==> config.mk <==
export PLATFORM = sky130hd
export DESIGN_NAME = fifo_wr_arbiter
export DESIGN_NICKNAME = d
export VERILOG_FILES = /design/src/rtl/fifo_wr_arbiter.sv
export SDC_FILE = /design/constraint.sdc
export NUM_CORES = 1
export LEC_CHECK = 0
export ABC_AREA = 1
export BUFFER_PORTS_ARGS = -buffer_cell sky130_fd_sc_hd__buf_2
export CAP_MARGIN = 10
export CORE_MARGIN = 5
export CORE_UTILIZATION = 35
export DETAILED_ROUTE_END_ITERATION = 6
export PLACE_DENSITY_LB_ADDON = 0.3
export REMOVE_ABC_BUFFERS = 1
export SLEW_MARGIN = 20
export SYNTH_ARGS = -nofsm -noshare
export SYNTH_HDL_FRONTEND = slang
export SYNTH_SLANG_ARGS = --single-unit
export TNS_END_PERCENT = 30
==> constraint.sdc <==
create_clock -name clk -period 5 [get_ports clk]
set_clock_uncertainty 0.05 [all_clocks]
set_input_delay 0.25 -clock clk [delete_from_list [all_inputs] [get_ports clk]]
set_output_delay 0.25 -clock clk [all_outputs]
set_load 0.02 [all_outputs]
==> src/rtl/fifo_wr_arbiter.sv <==
// fifo_wr_arbiter: lets NREQ requesters share the write port of one synchronous FIFO.
// In IDLE a round-robin scan picks the next requester. If that requester's first word
// is not its last, it owns the port in BURST until it marks last or reaches MAX_BURST
// words. Grant, write enable and write data are combinational, so an accepted word
// reaches the FIFO in the same cycle.
// Handshake: req[k] is valid and gnt[k] is ready. Word k moves on any cycle where both
// are high; gnt never rises while full is high. The owner and pointer registers are
// two bits wide, so NREQ must be 4 or less.
module fifo_wr_arbiter #(
    parameter int NREQ      = 4,
    parameter int DW        = 10,
    parameter int MAX_BURST = 4
) (
    input  logic               clk,
    input  logic               reset,
    input  logic [NREQ-1:0]    req,
    input  logic [NREQ-1:0]    last,
    input  logic [NREQ*DW-1:0] req_data,
    input  logic               full,
    output logic [NREQ-1:0]    gnt,
    output logic               w_enable,
    output logic [DW-1:0]      wr_data,
    output logic               busy,
    output logic [1:0]         owner,
    output logic [15:0]        wr_count,
    output logic               dbg_state,
    output logic [1:0]         dbg_rr_ptr,
    output logic [3:0]         dbg_beat_cnt
);

    typedef enum logic {
        IDLE  = 1'b0,
        BURST = 1'b1
    } state_t;

    state_t          state;
    logic [1:0]      rr_ptr;
    logic [3:0]      beat_cnt;
    logic [1:0]      sel;
    logic            any_req;
    logic [NREQ-1:0] gnt_c;

    // Advances a requester index by one, wrapping at NREQ.
    function automatic logic [1:0] inc_mod(input logic [1:0] v);
        if (int'(v) == NREQ - 1) return 2'd0;
        return v + 2'd1;
    endfunction

    // Round-robin scan: the first requesting index at or after rr_ptr wins.
    always_comb begin
        int idx;
        any_req = 1'b0;
        sel     = '0;
        for (int i = 0; i < NREQ; i++) begin
            idx = int'(rr_ptr) + i;
            if (idx >= NREQ) idx = idx - NREQ;
            if (!any_req && req[idx]) begin
                any_req = 1'b1;
                sel     = 2'(idx);
            end
        end
    end

    // Grant: scan winner in IDLE, the locked owner in BURST; nothing while full or in reset.
    always_comb begin
        gnt_c = '0;
        if (reset && !full) begin
            if (state == IDLE) begin
                if (any_req) gnt_c[sel] = 1'b1;
            end else begin
                gnt_c[owner] = 1'b1;
            end
        end
    end

    // Steers the granted requester's data onto the FIFO bus; zero when nobody is granted.
    always_comb begin
        wr_data = '0;
        for (int k = 0; k < NREQ; k++) begin
            if (gnt_c[k]) wr_data = req_data[k*DW +: DW];
        end
    end

    assign gnt          = gnt_c;
    assign w_enable     = |(gnt_c & req);
    assign busy         = (state == BURST);
    assign dbg_state    = state;
    assign dbg_rr_ptr   = rr_ptr;
    assign dbg_beat_cnt = beat_cnt;

    // Arbitration FSM: every state, pointer and counter change is tied to an accepted word,
    // so a full FIFO or a silent owner freezes everything.
    always_ff @(posedge clk or negedge reset) begin
        if (!reset) begin
            state    <= IDLE;
            rr_ptr   <= 2'd0;
            owner    <= 2'd0;
            beat_cnt <= 4'd0;
            wr_count <= 16'd0;
        end else if (w_enable) begin
            wr_count <= wr_count + 16'd1;
            if (state == IDLE) begin
                owner <= sel;
                if (last[sel] || MAX_BURST == 1) begin
                    rr_ptr <= inc_mod(sel);
                end else begin
                    state    <= BURST;
                    beat_cnt <= 4'd1;
                end
            end else begin
                beat_cnt <= beat_cnt + 4'd1;
                if (last[owner] || (beat_cnt + 4'd1) == 4'(MAX_BURST)) begin
                    state  <= IDLE;
                    rr_ptr <= inc_mod(owner);
                end
            end
        end
    end

endmodule

==> results_dict.tcl <==
set metrics [dict create \
    critPathArrivalTime_ps 3300 \
    end_kind "output port" \
    startpoint "dbg_rr_ptr[0]$_DFFE_PN0P_" \
    rrSetupSlack_ps 1750 \
    crit_end "wr_data[9]" \
    r2r-end "busy$_DFFE_PN0P_" \
    seqPwrFrac 0.227 \
    pwr-share-clk 0.071 \
    final_util 0.4430 \
    drive_gt1_frac 0.2662 \
    final_cell_count_no_fill 509 \
    dieArea_mm2 0.008304 \
    cts_root_buf "clkbuf_8" \
    dp_hpwl_mm 4.972 \
    grt.met3_usage 0.01818 \
    rr_worst_depth 17 \
    ys_warn_count 0 \
    netlist_instances 350 \
    max_slew.worst_pin.slew_ps 818.7 \
    grt_start_max_net_pins 27 \
    status "finished, final reports clean" \
    grt_pass1_wl_mm 10.49 \
    synth_area_mm2 0.002303 \
    period_share 0.7200 \
    drtIter0Drc 89 \
    intPower_mw 0.7151 \
    slew_headroom 0.4522 \
    cts_max_level 1 \
    min_period_ps 3600 \
    maxCapViolCount 0 \
    tns_ps 0 \
    ios 92 \
    synth_seq_cells 25 \
    synthToLayoutAreaGrowth_pct 22.81 \
    finalSetupViolations 0 \
    clkSinkCount 25 \
    grt_use_met1 0.1928 \
    initial_core_util 0.3607 \
    postSynthAreaPerCell_um2 6.581 \
    final_hold_viol_count 0 \
    num_rows 29 \
    nets 495 \
    critPathRequiredTime_ps 4700 \
    fmax_mhz 277.8 \
    grt_util_all_layers 0.1462 \
    swShare 0.5725 \
    use_met2 0.2584 \
    grt_overflow 0 \
    vias_per_cell 4.837 \
    yosysSeqAreaShare 0.2716 \
    yosysTopAreaCell "dfrtp_1" \
    die_x_um 91.13 \
    synth.most_common_cell "nand2_1" \
    ctsHoldBuffers 1 \
    grt.busiest_layer "met2" \
    wl_per_cell_um 12.28 \
    port_buffers 91 \
    numCtsBuffers 3 \
    power_mw 1.673 \
    critPathKind "flip-flop to output port" \
    post_cts_buffers 0 \
    powerDensity_mw_per_mm2 591.3 \
    first_global_vias 2262 \
    placeableCoreArea_mm2 0.006386 \
    num_antenna_cells 0 \
    synth_top_area_frac 0.2716 \
    yosys.cell_types.count 28 \
    synth_area_leaders "dfrtp_1, nand2_1, nand3_1" \
    drc 0 \
    power_frac_comb 0.702 \
    slew_violations 0 \
    clk_latency_ps 270 \
    synth-edff-count 0 \
    cts_resized 0 \
    drt_pass1_iterations 4 \
    grt_setup_unrepaired "false" \
    switching_power_mw 0.9578 \
    die_h_um 91.13 \
    grt_antenna_before_repair 0 \
    gp_congestion 0.8502 \
    drtAntennaViolNets 0 \
    path_clk_slew_ps 90 \
    crit_path_max_fanout 21 \
    min_path_type "input port to async pin" \
    ir_worst_vdd_mv 0.2800 \
    worstSetupStartpointType "flip-flop" \
    vias 2462 \
    cts_buffer_depth 2 \
    synthArstFlopShare 1.000 \
    ys.flop_type "dfrtp_1" \
    cts_tree "done" \
    r2r_start "dbg_rr_ptr[0]$_DFFE_PN0P_" \
    wl_mm 6.248 \
    place_inst 504 \
    power_leakage_nw 1.637 \
    synthTopCellsByCount "nand2_1, nand3_1, inv_1" \
]
==> flip-flops by register name, summed over array words and instances, names as in the netlist <==
signal,flops
dbg_rr_ptr,2
dbg_beat_cnt,4
busy,1
owner,2
wr_count,16
==> power groups by stage <==
stage	registers [mW]	clock network [mW]	logic, mW
global route	0.398	0.130	1.32
floorplan	0.466	0	0.767
finish	0.380	0.118	1.17
CTS	0.381	0.123	1.18
global placement	0.383	0	1.16
detailed placement	0.384	0	1.18
==> per-stage QoR <==
| stage | hold slack (ps) | instance area, um^2 | worst slack, ps |
|---|---|---|---|
| after CTS | 479.7 | 2829 | 1127 |
| after global placement | 242.6 | 2773 | 1543 |
| after global routing | 532.8 | 2829 | 976.7 |
| after detailed placement | 249.1 | 2773 | 1450 |
| final | 457.3 | 2829 | 1400 |
| after floorplan | -95.59 | 2221 | 1504 |
==> placed cells by master (no fill, tap or decap), drive strengths merged, types with 10 or more instances in the layout <==
cell type | synthesis | layout
inv | 39 | 39
nand2 | 138 | 138
nand4 | 10 | 10
o21ai | 15 | 15
nand3 | 47 | 47
ha | 11 | 11
buf | 10 | 91
o211ai | 10 | 10
xor2 | 11 | 11
dfrtp | 25 | 25
nor2 | 12 | 12
==> critical path, cell delays in order, from the launching register on <==
cell and delay, ps:
dfrtp_1 590, inv_2 150, nand2_1 80, nand2_1 80, o21ai_1 270, inv_1 70
nand3_1 80, nand3_1 60, nand2_1 170, inv_1 130, ha_1 190, nand2_1 60
nand2_1 70, nand2_1 520, nand3_1 160, o211ai_1 120, nand2_1 70, buf_2 160
==> cell families after synthesis <==
family	Yosys count	share of synthesized area
xor gates and xnor gates	15	0.06681
buffers and inverters	53	0.09940
AOI/OAI and AO/OA	29	0.07496
and+or+nand+nor	217	0.4275
DFF	25	0.2716
adders and majority gates	11	0.05975
==> how the worst min path moves through the flow <==
stage	to	slack, ps
after floorplan	busy$_DFFE_PN0P_	-100
after global placement	wr_count[8]$_DFFE_PN0P_	240
after detailed placement	wr_count[8]$_DFFE_PN0P_	250
after CTS	wr_count[5]$_DFFE_PN0P_	480
after global routing	dbg_rr_ptr[1]$_DFFE_PN0P_	530
final	wr_count[9]$_DFFE_PN0P_	460
==> layout make-up <==
type / instances / area [um^2]
sequential: 25 / 625.6
tap: 77 / 96.34
clock inverter: 1 / 5.005
inverter: 39 / 146.4
timing repair buffer: 92 / 465.4
clock buffer: 3 / 41.29
fill: 674 / 3557
multi-input combinational: 272 / 1449
==> routing by layer <==
| metal | share of wire | vias up |
|---|---|---|
| met4 | 0.0054 | 0 |
| met5 | 0 | - |
| met3 | 0.042 | 4 |
| met1 | 0.46 | 1112 |
| met2 | 0.49 | 54 |
| li1 | - | 1292 |
No activity file was read; power rests on OpenSTA's default activity.
